### src/rtl/systolic_feeder.sv
// rtl/systolic_feeder.sv - diagonal operand skew stage and job sequencer feeding an N1xN2 systolic array.
// Accepts one A/B beat per cycle while streaming, then drains the skew pipes and pulses done.
module systolic_feeder #(
    parameter int D_W = 8,
    parameter int N1  = 4,
    parameter int N2  = 8,
    parameter int M   = 16
) (
    input  logic                clk,
    input  logic                rst,
    input  logic                start,
    input  logic                in_valid,
    input  logic [N1*D_W-1:0]   in_A,
    input  logic [N2*D_W-1:0]   in_B,
    output logic [N1*D_W-1:0]   a_out,
    output logic [N1-1:0]       a_valid,
    output logic [N2*D_W-1:0]   b_out,
    output logic [N2-1:0]       b_valid,
    output logic                enable_row_count,
    output logic                busy,
    output logic                done
);

    localparam int PATCHES = M / N2;
    localparam int TOTAL   = M * (M / N1) * (M / N2);
    localparam int DRAIN   = (N1 > N2) ? N1 : N2;
    localparam int BEAT_W  = $clog2(TOTAL + 1);
    localparam int DRN_W   = $clog2(DRAIN + 1);
    localparam int PIX_W   = $clog2(M + 1);
    localparam int PAT_W   = $clog2(PATCHES + 1);

    typedef enum logic [1:0] {
        S_IDLE,
        S_STREAM,
        S_DRAIN
    } state_t;

    state_t              r_state;
    logic [BEAT_W-1:0]   r_beat_cnt;
    logic [PIX_W-1:0]    r_pixel;
    logic [PAT_W-1:0]    r_patch;
    logic [DRN_W-1:0]    r_drain_cnt;
    logic                r_erc;
    logic                r_done;

    logic w_accept;
    logic w_last_beat;

    assign w_accept    = in_valid && (r_state == S_STREAM);
    assign w_last_beat = w_accept && (r_beat_cnt == BEAT_W'(TOTAL - 1));

    always_ff @(posedge clk) begin
        if (rst) begin
            r_state     <= S_IDLE;
            r_beat_cnt  <= '0;
            r_pixel     <= '0;
            r_patch     <= '0;
            r_drain_cnt <= '0;
            r_erc       <= 1'b0;
            r_done      <= 1'b0;
        end else begin
            // Strobe one beat early so control sees it as the slice's last pixel arrives.
            r_erc  <= w_accept && (r_pixel == PIX_W'(M - 2)) && (r_patch == PAT_W'(PATCHES - 1));
            r_done <= 1'b0;
            case (r_state)
                S_IDLE: begin
                    if (start) begin
                        r_state    <= S_STREAM;
                        r_beat_cnt <= '0;
                        r_pixel    <= '0;
                        r_patch    <= '0;
                    end
                end
                S_STREAM: begin
                    if (w_accept) begin
                        r_beat_cnt <= r_beat_cnt + BEAT_W'(1);
                        if (r_pixel == PIX_W'(M - 1)) begin
                            r_pixel <= '0;
                            r_patch <= (r_patch == PAT_W'(PATCHES - 1)) ? '0 : r_patch + PAT_W'(1);
                        end else begin
                            r_pixel <= r_pixel + PIX_W'(1);
                        end
                        if (w_last_beat) begin
                            r_state     <= S_DRAIN;
                            r_drain_cnt <= '0;
                        end
                    end
                end
                S_DRAIN: begin
                    if (r_drain_cnt == DRN_W'(DRAIN - 1)) begin
                        r_state <= S_IDLE;
                        r_done  <= 1'b1;
                    end else begin
                        r_drain_cnt <= r_drain_cnt + DRN_W'(1);
                    end
                end
                default: r_state <= S_IDLE;
            endcase
        end
    end

    // Lane i is an (i+1)-deep shift chain; idle slots enter as zero data with zero valid.
    for (genvar i = 0; i < N1; i++) begin : g_a_lane
        logic [D_W-1:0] r_d [0:i];
        logic [i:0]     r_v;

        always_ff @(posedge clk) begin
            if (rst) begin
                for (int k = 0; k <= i; k++) begin
                    r_d[k] <= '0;
                end
                r_v <= '0;
            end else begin
                r_d[0] <= w_accept ? in_A[i*D_W +: D_W] : '0;
                r_v[0] <= w_accept;
                for (int k = 1; k <= i; k++) begin
                    r_d[k] <= r_d[k-1];
                    r_v[k] <= r_v[k-1];
                end
            end
        end

        assign a_out[i*D_W +: D_W] = r_d[i];
        assign a_valid[i]          = r_v[i];
    end

    for (genvar j = 0; j < N2; j++) begin : g_b_lane
        logic [D_W-1:0] r_d [0:j];
        logic [j:0]     r_v;

        always_ff @(posedge clk) begin
            if (rst) begin
                for (int k = 0; k <= j; k++) begin
                    r_d[k] <= '0;
                end
                r_v <= '0;
            end else begin
                r_d[0] <= w_accept ? in_B[j*D_W +: D_W] : '0;
                r_v[0] <= w_accept;
                for (int k = 1; k <= j; k++) begin
                    r_d[k] <= r_d[k-1];
                    r_v[k] <= r_v[k-1];
                end
            end
        end

        assign b_out[j*D_W +: D_W] = r_d[j];
        assign b_valid[j]          = r_v[j];
    end

    assign enable_row_count = r_erc;
    assign busy             = (r_state != S_IDLE);
    assign done             = r_done;

endmodule

### config.mk
export PLATFORM = sky130hd
export DESIGN_NAME = systolic_feeder
export DESIGN_NICKNAME = d
export VERILOG_FILES = /design/src/rtl/systolic_feeder.sv
export SDC_FILE = /design/constraint.sdc
export NUM_CORES = 1
export LEC_CHECK = 0
export ABC_AREA = 0
export BUFFER_PORTS_ARGS = -buffer_cell sky130_fd_sc_hd__buf_2
export CAP_MARGIN = 5
export CORE_ASPECT_RATIO = 1.75
export CORE_MARGIN = 1.5
export CORE_UTILIZATION = 25
export DETAILED_ROUTE_END_ITERATION = 10
export MAX_ROUTING_LAYER = met4
export PLACE_DENSITY = 0.43
export SETUP_SLACK_MARGIN = 0.2
export SKIP_LAST_GASP = 1
export SLEW_MARGIN = 10
export SYNTH_ARGS = -nofsm -noshare
export SYNTH_HDL_FRONTEND = slang
export SYNTH_SLANG_ARGS = --single-unit
export TNS_END_PERCENT = 100
### constraint.sdc
create_clock -name clk -period 1.7 [get_ports clk]
set_clock_uncertainty 0.2 [all_clocks]
set_input_delay 0.51 -clock clk [delete_from_list [all_inputs] [get_ports clk]]
set_output_delay 0.51 -clock clk [all_outputs]
set_load 0.005 [all_outputs]
==> results.py <==
metrics = {
    "critical_path": {
        "crit_fanout": 2,
        "r2r_slack_ns": -0.23,
        "endpoint_kind": "primary output",
        "critPathRequiredTime_ns": 0.99,
        "r2r_cells": 9,
        "arrival_ns": 1.22,
        "crit_path_start_kind": "flop",
        "crit_type": "flop to primary output",
        "r2r_end": "r_drain_cnt[2]",
        "rr_startpoint": "r_state[0]",
    },
    "power": {
        "power_mw": 19.2,
        "p_sw_share_pct": 20.9,
        "p_leak_nw": 7.14,
        "powerDensity_mw_per_mm2": 1130,
        "ir_drop_mv": 0.852,
        "cellInternalPower_mw": 15.2,
        "comb_power_share_pct": 5.3,
        "p_sw_mw": 4.01,
        "seq_power_share_pct": 49.4,
        "p_clk_share_pct": 45.3,
    },
    "timing": {
        "setup_viol_count_final": 117,
        "period_minus_slack_ns": 1.93,
        "rsz0062_at_grt": "true",
        "hold_violations": 0,
        "fin_ws_ns": -0.234,
        "report.final.slew_viol_count": 0,
        "fmax_mhz": 517,
        "fin_crit_sh_pct": 114,
        "worst_pin_slew_ns": 0.329,
        "slew_headroom_pct": 77.6,
    },
    "routing": {
        "dr.first_iter.drc_count": 204,
        "vias": 6973,
        "post_drt_wl_per_cell_um": 12.6,
        "wl_um": 23900,
        "ant_nets": 0,
        "first_pass_iters": 4,
        "remaining_drc_errors": 0,
        "vias_per_cell": 3.68,
    },
    "yosys": {
        "synth.area.mux_share_pct": 0.206,
        "synth_most_common_cell": "dfxtp_1",
        "synthArstFlopShare_pct": 0,
        "ys_seq_area_share_pct": 69.3,
        "synth_ff_type": "dfxtp_1",
        "yosys.area_share.simple_pct": 23.1,
        "synth_top_family_by_area": "simple AND/OR/NAND/NOR gates",
        "synth_top_area_share_pct": 69.3,
        "syn_nets": 1070,
        "synthAdderAreaFrac_pct": 0.434,
        "ys_types": 38,
        "syn_avg_cell_area_um2": 11.9,
        "synth_seq_cells": 399,
        "synthTopCellsByCount": "dfxtp_1, nor2b_1, and2_1",
        "synth_cells": 966,
        "synth_edf_count": 0,
        "yosysWarnings": 0,
        "synth_compound_area_share_pct": 1.22,
        "synth_area_leaders": "dfxtp_1, nor2b_1, and2_1",
        "synth_xor_area_share_pct": 0.608,
        "syn_area_mm2": 0.0115,
        "synth_top_area_cell": "dfxtp_1",
    },
    "clocking": {
        "clock_latency_ns": 0.53,
        "cts_max_path_buffers": 3,
        "cts.sinks": 399,
        "cts_made_buffers": 40,
        "clk_pin_slew_ns": 0.06,
        "root_buffer": "clkbuf_16",
        "h-tree-depth": 2,
        "tritoncts": "yes",
    },
    "grt": {
        "grt_pass1_wl_um": 35100,
        "grt_max_degree": 39,
        "antenna_found_initial": 1,
        "grt_pass1_vias": 6635,
        "grtUsageTotal_pct": 9.92,
        "grt_overflow": 0,
    },
    "floorplanning": {
        "die_w_um": 165,
        "io-pin-count": 211,
        "core_area_mm2": 0.0454,
        "rows": 103,
        "dieHeight_um": 287,
        "start_util_pct": 25.4,
        "die_area_mm2": 0.0474,
    },
    "hold_path": {
        "min_from": "rst",
        "holdPathStages": 3,
        "min_to": "r_drain_cnt[0]",
        "hold_class": "input port to flop",
    },
    "place": {
        "gp_congestion": 0.725,
        "place_area_mm2": 0.0131,
        "hpwl_um": 13300,
        "place_inst": 1685,
        "port_buffers": 210,
    },
    "outcome": {
        "status": "finished with violations",
        "failed_checks": "negative setup slack",
    },
    "run": {
        "maxCapViolCount": 0,
    },
    "final_layout": {
        "final_cells": 1896,
        "layout-drive-gt1-share_pct": 40.7,
        "final_nets": 1393,
        "syn2layout_area_growth_pct": 47.2,
        "fin_area_mm2": 0.0170,
    },
}
==> registers in the layout, indices dropped and copies added (netlist names) <==
name	count
g_b_lane.r_d	288
g_a_lane.r_d	80
g_b_lane.r_v	8
r_beat_cnt	8
r_pixel	5
r_drain_cnt	4
r_patch	2
r_state	2
done	1
enable_row_count	1
==> worst max-delay path by stage <==
stage	from	cells after the start	end
floorplan	in_valid	4	r_state[0]
global placement	in_valid	5	r_state[0]
detailed placement	in_valid	5	r_drain_cnt[2]
CTS	r_state[1]	4	busy
global route	r_state[1]	4	busy
finish	r_state[1]	4	busy
==> worst max-delay path: stages (launching register included) <==
cell and delay (ns):
dfxtp_2 0.33, buf_8 0.12, nor2_4 0.09, inv_1 0.04, buf_2 0.11
==> cells in the final DEF (no fill, tap or decap), types with 3 or more instances in the layout <==
| master | synthesis | final |
|---|---|---|
| a21oi_1 | 6 | 3 |
| a21oi_2 | 0 | 3 |
| and2_4 | 0 | 96 |
| buf_12 | 0 | 14 |
| buf_16 | 0 | 13 |
| buf_2 | 0 | 160 |
| buf_4 | 53 | 26 |
| buf_6 | 0 | 60 |
| buf_8 | 0 | 5 |
| clkbuf_1 | 42 | 9 |
| clkbuf_16 | 0 | 44 |
| clkbuf_8 | 0 | 9 |
| clkinv_2 | 0 | 5 |
| dfxtp_1 | 399 | 334 |
| dfxtp_2 | 0 | 63 |
| dlygate4sd3_1 | 0 | 97 |
| inv_1 | 4 | 4 |
| nand2_1 | 8 | 7 |
| nand2b_1 | 3 | 3 |
| nand3_1 | 5 | 5 |
| nor2_1 | 14 | 11 |
| nor2_4 | 1 | 4 |
| nor2b_1 | 280 | 279 |
| nor3_2 | 0 | 4 |
| xnor2_1 | 8 | 7 |
==> power groups by stage <==
stage | registers [mW] | logic (mW) | clock network (mW)
final | 9.49 | 1.03 | 8.71
after global routing | 9.49 | 1.10 | 9.43
after CTS | 9.49 | 0.932 | 9.08
after detailed placement | 9.70 | 0.529 | 0
after global placement | 9.70 | 0.524 | 0
after floorplan | 9.70 | 0.279 | 0
==> cell type report <==
class	instances	area (um^2)
clock buffers	59	1180
inverters	4	15.0
well taps	577	722
flip-flops and latches	399	8070
clock inverters	12	126
diodes	1	2.50
multi-input cells	466	3400
repair buffers	378	3430
fillers	4366	28400
==> layer usage <==
layer | track usage [%] | routed length, um
met5 | - | 0
met4 | 5.05 | 882
met3 | 1.90 | 1070
met2 | 17.7 | 12600
met1 | 10.2 | 9330
==> stage by stage <==
step	util, %	setup TNS (ns)	hold WS (ns)	worst slack, ns
after floorplan	-	0	0.192	0.173
after global placement	28.9	-1.93	0.215	-0.0892
after detailed placement	28.9	-3.56	0.219	-0.114
after CTS	35.9	-13.51	0.200	-0.264
after global routing	37.4	-16.02	0.225	-0.288
final	37.4	-10.65	0.219	-0.234
==> cell families after synthesis <==
family                   after synthesis
AND/OR/NAND/NOR                      431
flip-flops                           399
buffers and inverters                102
AO/OA/AOI/OAI                         20
XOR/XNOR                               8
adder cells (fa/ha/maj)                4
multiplexers                           2
==> timing repair <==
item / CTS / global route
pin swaps: 13 / 111
gates resized for setup: 102 / 177
hold endpoints to repair: 97 / 0
hold buffers: 97 / 0
endpoints found under the setup margin: 222 / 231
gates cloned: 13 / 3
setup buffers: 21 / 5
(Power assumes the default switching activity.)
